===== src/rtl/div_iter.sv =====
// Multi-cycle restoring divider for DIV/DIVU: one quotient bit per clock,
// signed/unsigned operands, divide-by-zero short path and annul while busy.
module div_iter #(
  parameter int WIDTH = 32
) (
  input  logic               clk,
  input  logic               rst,
  input  logic               signed_div_i,
  input  logic [WIDTH-1:0]   opdata1_i,
  input  logic [WIDTH-1:0]   opdata2_i,
  input  logic               start_i,
  input  logic               annul_i,
  output logic [2*WIDTH-1:0] result_o,
  output logic               ready_o
);

  localparam int CNT_W = $clog2(WIDTH + 1);
  localparam logic [CNT_W-1:0] LAST_STEP = CNT_W'(WIDTH - 1);

  typedef enum logic [1:0] {
    ST_IDLE = 2'd0,
    ST_ON   = 2'd1,
    ST_END  = 2'd2
  } state_e;

  state_e             state_q, state_d;
  logic [CNT_W-1:0]   cnt_q, cnt_d;
  logic [WIDTH-1:0]   dvd_q, dvd_d;
  logic [WIDTH-1:0]   dvs_q, dvs_d;
  logic [WIDTH-1:0]   rem_q, rem_d;
  logic               neg_quot_q, neg_quot_d;
  logic               neg_rem_q, neg_rem_d;
  logic [2*WIDTH-1:0] result_q, result_d;
  logic               ready_q, ready_d;

  logic [WIDTH-1:0]   abs1, abs2;
  logic [WIDTH:0]     shifted;
  logic               fits;
  logic [WIDTH-1:0]   rem_step, quot_step;
  logic [WIDTH-1:0]   rem_fix, quot_fix;

  // Magnitudes are plain WIDTH-bit unsigned, so the most-negative value maps to itself.
  assign abs1 = (signed_div_i && opdata1_i[WIDTH-1]) ? -opdata1_i : opdata1_i;
  assign abs2 = (signed_div_i && opdata2_i[WIDTH-1]) ? -opdata2_i : opdata2_i;

  // dvd_q shifts out dividend bits from the top while quotient bits enter at the bottom.
  assign shifted   = {rem_q, dvd_q[WIDTH-1]};
  assign fits      = (shifted >= {1'b0, dvs_q});
  assign rem_step  = fits ? WIDTH'(shifted - {1'b0, dvs_q}) : shifted[WIDTH-1:0];
  assign quot_step = {dvd_q[WIDTH-2:0], fits};
  assign quot_fix  = neg_quot_q ? -quot_step : quot_step;
  assign rem_fix   = neg_rem_q ? -rem_step : rem_step;

  always_comb begin
    state_d    = state_q;
    cnt_d      = cnt_q;
    dvd_d      = dvd_q;
    dvs_d      = dvs_q;
    rem_d      = rem_q;
    neg_quot_d = neg_quot_q;
    neg_rem_d  = neg_rem_q;
    result_d   = result_q;
    ready_d    = ready_q;

    case (state_q)
      ST_IDLE: begin
        result_d = '0;
        ready_d  = 1'b0;
        if (start_i && !annul_i) begin
          if (opdata2_i != '0) begin
            dvd_d      = abs1;
            dvs_d      = abs2;
            rem_d      = '0;
            cnt_d      = '0;
            neg_quot_d = signed_div_i && (opdata1_i[WIDTH-1] ^ opdata2_i[WIDTH-1]);
            neg_rem_d  = signed_div_i && opdata1_i[WIDTH-1];
            state_d    = ST_ON;
          end else begin
            ready_d = 1'b1;
            state_d = ST_END;
          end
        end
      end
      ST_ON: begin
        if (annul_i) begin
          result_d = '0;
          ready_d  = 1'b0;
          state_d  = ST_IDLE;
        end else begin
          rem_d = rem_step;
          dvd_d = quot_step;
          cnt_d = cnt_q + CNT_W'(1);
          if (cnt_q == LAST_STEP) begin
            result_d = {rem_fix, quot_fix};
            ready_d  = 1'b1;
            state_d  = ST_END;
          end
        end
      end
      ST_END: begin
        if (!start_i || annul_i) begin
          result_d = '0;
          ready_d  = 1'b0;
          state_d  = ST_IDLE;
        end
      end
      default: begin
        result_d = '0;
        ready_d  = 1'b0;
        state_d  = ST_IDLE;
      end
    endcase
  end

  always_ff @(posedge clk) begin
    if (rst) begin
      state_q    <= ST_IDLE;
      cnt_q      <= '0;
      dvd_q      <= '0;
      dvs_q      <= '0;
      rem_q      <= '0;
      neg_quot_q <= 1'b0;
      neg_rem_q  <= 1'b0;
      result_q   <= '0;
      ready_q    <= 1'b0;
    end else begin
      state_q    <= state_d;
      cnt_q      <= cnt_d;
      dvd_q      <= dvd_d;
      dvs_q      <= dvs_d;
      rem_q      <= rem_d;
      neg_quot_q <= neg_quot_d;
      neg_rem_q  <= neg_rem_d;
      result_q   <= result_d;
      ready_q    <= ready_d;
    end
  end

  assign result_o = result_q;
  assign ready_o  = ready_q;

endmodule


===== config.mk =====
export PLATFORM = sky130hd
export DESIGN_NAME = div_iter
export DESIGN_NICKNAME = d
export VERILOG_FILES = /design/src/rtl/div_iter.sv
export SDC_FILE = /design/constraint.sdc
export NUM_CORES = 1
export LEC_CHECK = 0
export ABC_AREA = 1
export BUFFER_PORTS_ARGS = -buffer_cell sky130_fd_sc_hd__buf_2
export CAP_MARGIN = 30
export CORE_ASPECT_RATIO = 0.5
export CORE_MARGIN = 3
export CORE_UTILIZATION = 60
export DETAILED_ROUTE_END_ITERATION = 8
export GPL_TIMING_DRIVEN = 0
export HOLD_SLACK_MARGIN = 0.02
export PLACE_DENSITY = 0.78
export SKIP_LAST_GASP = 1
export SYNTH_ARGS = -nofsm -noshare
export SYNTH_HDL_FRONTEND = slang
export SYNTH_SLANG_ARGS = --single-unit

===== constraint.sdc =====
create_clock -name clk -period 3.7 [get_ports clk]
set_input_delay 0.74 -clock clk [delete_from_list [all_inputs] [get_ports clk]]
set_output_delay 0.74 -clock clk [all_outputs]
set_load 0.02 [all_outputs]

==> impl_summary.txt <==
----------------------------------------------------
[Status]
  Outcome ... finished clean

[CTS]
  CTS Sinks ... approximately 170
  Hold_buf cts ... 0
  Level count of the clock H-tree ... 4
  Insertion delay of the later-clocked pin in the worst-skew pair ... approximately 0.44 ns
  TritonCTS clock tree ... done
  Maximum number of buffers from clock root to sink ... 2
  Clock tree root driver cell ... sky130_fd_sc_hd__clkbuf_16
  Clock buffer count from CTS ... 17
  Clock-pin slew on the worst setup and hold paths ... ~0.07 ns

[Drt]
  Detail-routed via count per cell ... around 5.8
  Number of nets still failing antenna checks after routing ... 0
  Number of detailed-route iterations in the first pass ... 6
  Mean routed wirelength per cell ... approximately 17 µm
  Wire length reported by the detailed router ... 43,800 µm
  Post-route DRC ... 0
  Via count ... between 10,000 and 15,000
  Starting DRC count in detailed routing ... about 1,900

[Worst setup path]
  Required arrival time at the worst endpoint ... around 4 ns
  Capturing element type of the critical path ... flop
  Crit path largest cell delay ... around 0.35 ns
  Kind of launch point of the worst setup path ... flop
  Slowest-stage cell, CP ... sky130_fd_sc_hd__ha_1
  Largest delay share family, worst path ... simple AND/OR/NAND/NOR gates
  Critical path buffer and inverter count ... 3
  Critical Path Most Common Cell ... sky130_fd_sc_hd__nand2_2
  Worst EP arrival ... a little over 4 ns
  Type of the worst setup path ... reg -> reg
  Critical-path maximum fanout ... 8

[STA]
  TNS Setup ... 0 ns
  Fin. max-slew vios ... 0
  Actual transition at the worst max-transition pin ... ~0.80 ns
  RSZ-0062 raised after global routing ... true
  Highest achievable clock rate ... 0.273 GHz
  Headroom to the max-slew limit ... a little under half
  Worst setup skew after layout ... 0.0121 ns
  Final worst setup slack ... between 0.03 and 0.04 ns
  Crit path time final ... ~3.7 ns
  Number of failing setup endpoints in the final timing report ... 0
  Fraction of the cycle the final worst path needs ... between 90 and 100%
  Number of hold violations in the final report ... 0

[Floorplanning]
  Number of core rows ... 36
  Horizontal die dimension ... approximately 210 µm
  Die area ... around 23,000 µm²
  Number of placed I/O pins ... ~130
  Overall die height ... 109 µm
  Core footprint ... around 20,000 µm²
  Starting density of the core ... between 60 and 70%

[Run]
  Max-cap viol count ... 0

[Finish]
  Syn-to-layout area delta ... 17.2%
  Final antenna diode count ... 0
  Most frequent cells in the layout ... sky130_fd_sc_hd__nand2_1 (638), sky130_fd_sc_hd__inv_1 (257), sky130_fd_sc_hd__a21oi_1 (196)
  Leading cell type in the layout, fill and taps excluded ... sky130_fd_sc_hd__nand2_1
  Count of nets after finishing ... between 2,000 and 2,500
  Non-filler instance count after layout ... between 2,000 and 3,000
  Fraction of final layout cells sized beyond drive strength 1 ... roughly 16%
  Cell area after layout ... ~15,000 µm²

[Pwr]
  Worst supply voltage drop on vdd ... about 320 µV
  Cell area power density ... 543 nW/µm²
  Static power due to leakage ... just over 7 nW
  Total power draw ... a little over 0.008 W

[Logic synthesis]
  Post-Syn Nets ... between 2,000 and 2,500
  Library cell with the largest summed area after synthesis ... sky130_fd_sc_hd__dfxtp_1
  Fraction of the yosys area taken by sequential cells ... 27.0%
  Share of synthesized registers carrying an async set or reset ... 0%
  Flip-flop cell with the highest count after synthesis ... sky130_fd_sc_hd__dfxtp_1
  Number of distinct library cells after synthesis ... ~50
  Netlist Area Pre-Place ... ~13,000 µm²
  Syn avg cell area ... 6.08 µm²
  Yosys reg bits ... around 170
  Count of flip-flops with a built-in enable after synthesis ... 0
  Synthesis Warnings ... 0
  Cell count after synthesis ... about 2,100
  Area share of the largest cell type after synthesis ... a little over a quarter
  Synth area leaders ... sky130_fd_sc_hd__dfxtp_1 (27%), sky130_fd_sc_hd__nand2_1 (19%), sky130_fd_sc_hd__a21oi_1 (7.9%)

[Place]
  Setup Slack @ Placement ... -0.484 ns
  Post-Place Cells ... ~2,500
  IO buf count ... 132
  Placed inst area ... ~14,000 µm²
  HPWL Detailed ... approximately 34,000 µm
  Weighted congestion reported at the end of routability-driven placement ... between 0.9 and 1

[Global route]
  Antenna violations before repair ... 0
  Total congestion overflow after global routing ... 0
  Aggregate global-route resource usage ... between 30% and 40%
  Largest net degree at the start of global routing ... 17
  Number of global-route vias before repair ... ~13,000
  Wire length of the first global-routing pass ... 66,700 µm

[Hold path]
  Tightest Hold Check Type ... reg -> reg

----------------------------------------------------
==> cell usage after synthesis, drive strengths merged (5+ instances only) <==
| library cell | instances |
|---|---|
| inv | 274 |
| nor4 | 5 |
| a31oi | 15 |
| nand4 | 32 |
| dfxtp | 171 |
| nand2 | 680 |
| nand3 | 132 |
| nor3 | 30 |
| xor2 | 60 |
| nor2 | 178 |
| clkbuf | 49 |
| o21ai | 96 |
| a22oi | 19 |
| o21bai | 5 |
| xnor2 | 26 |
| a21oi | 201 |
| buf | 27 |
| nand3b | 9 |
| or2 | 13 |
| ha | 37 |
| and2 | 5 |
==> flip-flops by register name, summed over array words and instances (netlist names) <==
signal,flops
state_q,2
neg_rem_q,1
rem_q,32
result_o,64
cnt_q,6
dvd_q,32
ready_o,1
dvs_q,32
neg_quot_q,1
==> worst min-delay path: stages, from the launching register on <==
cell	delay [ns]
sky130_fd_sc_hd__dfxtp_1	0.31
sky130_fd_sc_hd__nand2_1	0.06
sky130_fd_sc_hd__a21oi_1	0.05
==> layer usage <==
metal	track usage, %	part of all wire [%]	vias up
met5	0	0	-
met4	11.4	3.0	0
met3	5.92	11	98
met2	56.8	42	753
met1	53.4	44	6677
li1	-	-	7001
==> report_power, final <==
part	total (W)	internal, W	switching, W
combinational	0.00394	0.00126	0.00268
clock	0.00193	0.00115	0.000778
sequential	0.00222	0.00203	0.000188
total	0.00809	0.00444	0.00365
==> cell families after synthesis <==
logic type      share of synthesized area [%]
compound gates                           15.1
xor+xnor                                 5.93
fa+ha+maj                                3.80
buf+inv                                  11.3
flops                                    27.0
simple gates                             36.9
==> path summary, 6_finish.rpt <==
| check | end | from | slack [ns] | depth (start not counted) |
|---|---|---|---|---|
| setup / recovery | result_o[30] | dvs_q[5] | 0.03 | 26 |
| hold / removal | result_o[56] | result_o[56] | 0.46 | 2 |
| setup reg to reg | result_o[30] | dvs_q[5] | 0.03 | 26 |
| hold reg to reg | result_o[56] | result_o[56] | 0.46 | 2 |
==> through the flow <==
step | util (%) | hold WS, ns
6_report | 74.1 | 0.463
3_3_place_gp | 68.2 | 0.450
3_5_place_dp | 68.2 | 0.452
2_1_floorplan | - | 0.432
4_1_cts | 71.5 | 0.463
5_1_grt | 74.1 | 0.479
==> final cells by class <==
class                           count  area (µm²)
Clock inverter                      9         163
Buffer                             76         404
Clock buffer                       21         450
Fill cell                        1774        5200
Multi-Input combinational cell   1566        8320
Inverter                          276        1050
Timing Repair Buffer              139         713
Tap cell                          266         333
Sequential cell                   171        3460
==> what timing repair did <==
action	in CTS	in global routing
resized for setup	11	115
setup buffers	0	7
gates cloned	0	0
pin swaps	0	14
setup endpoints to repair	6	42
(Power assumes the default switching activity.)
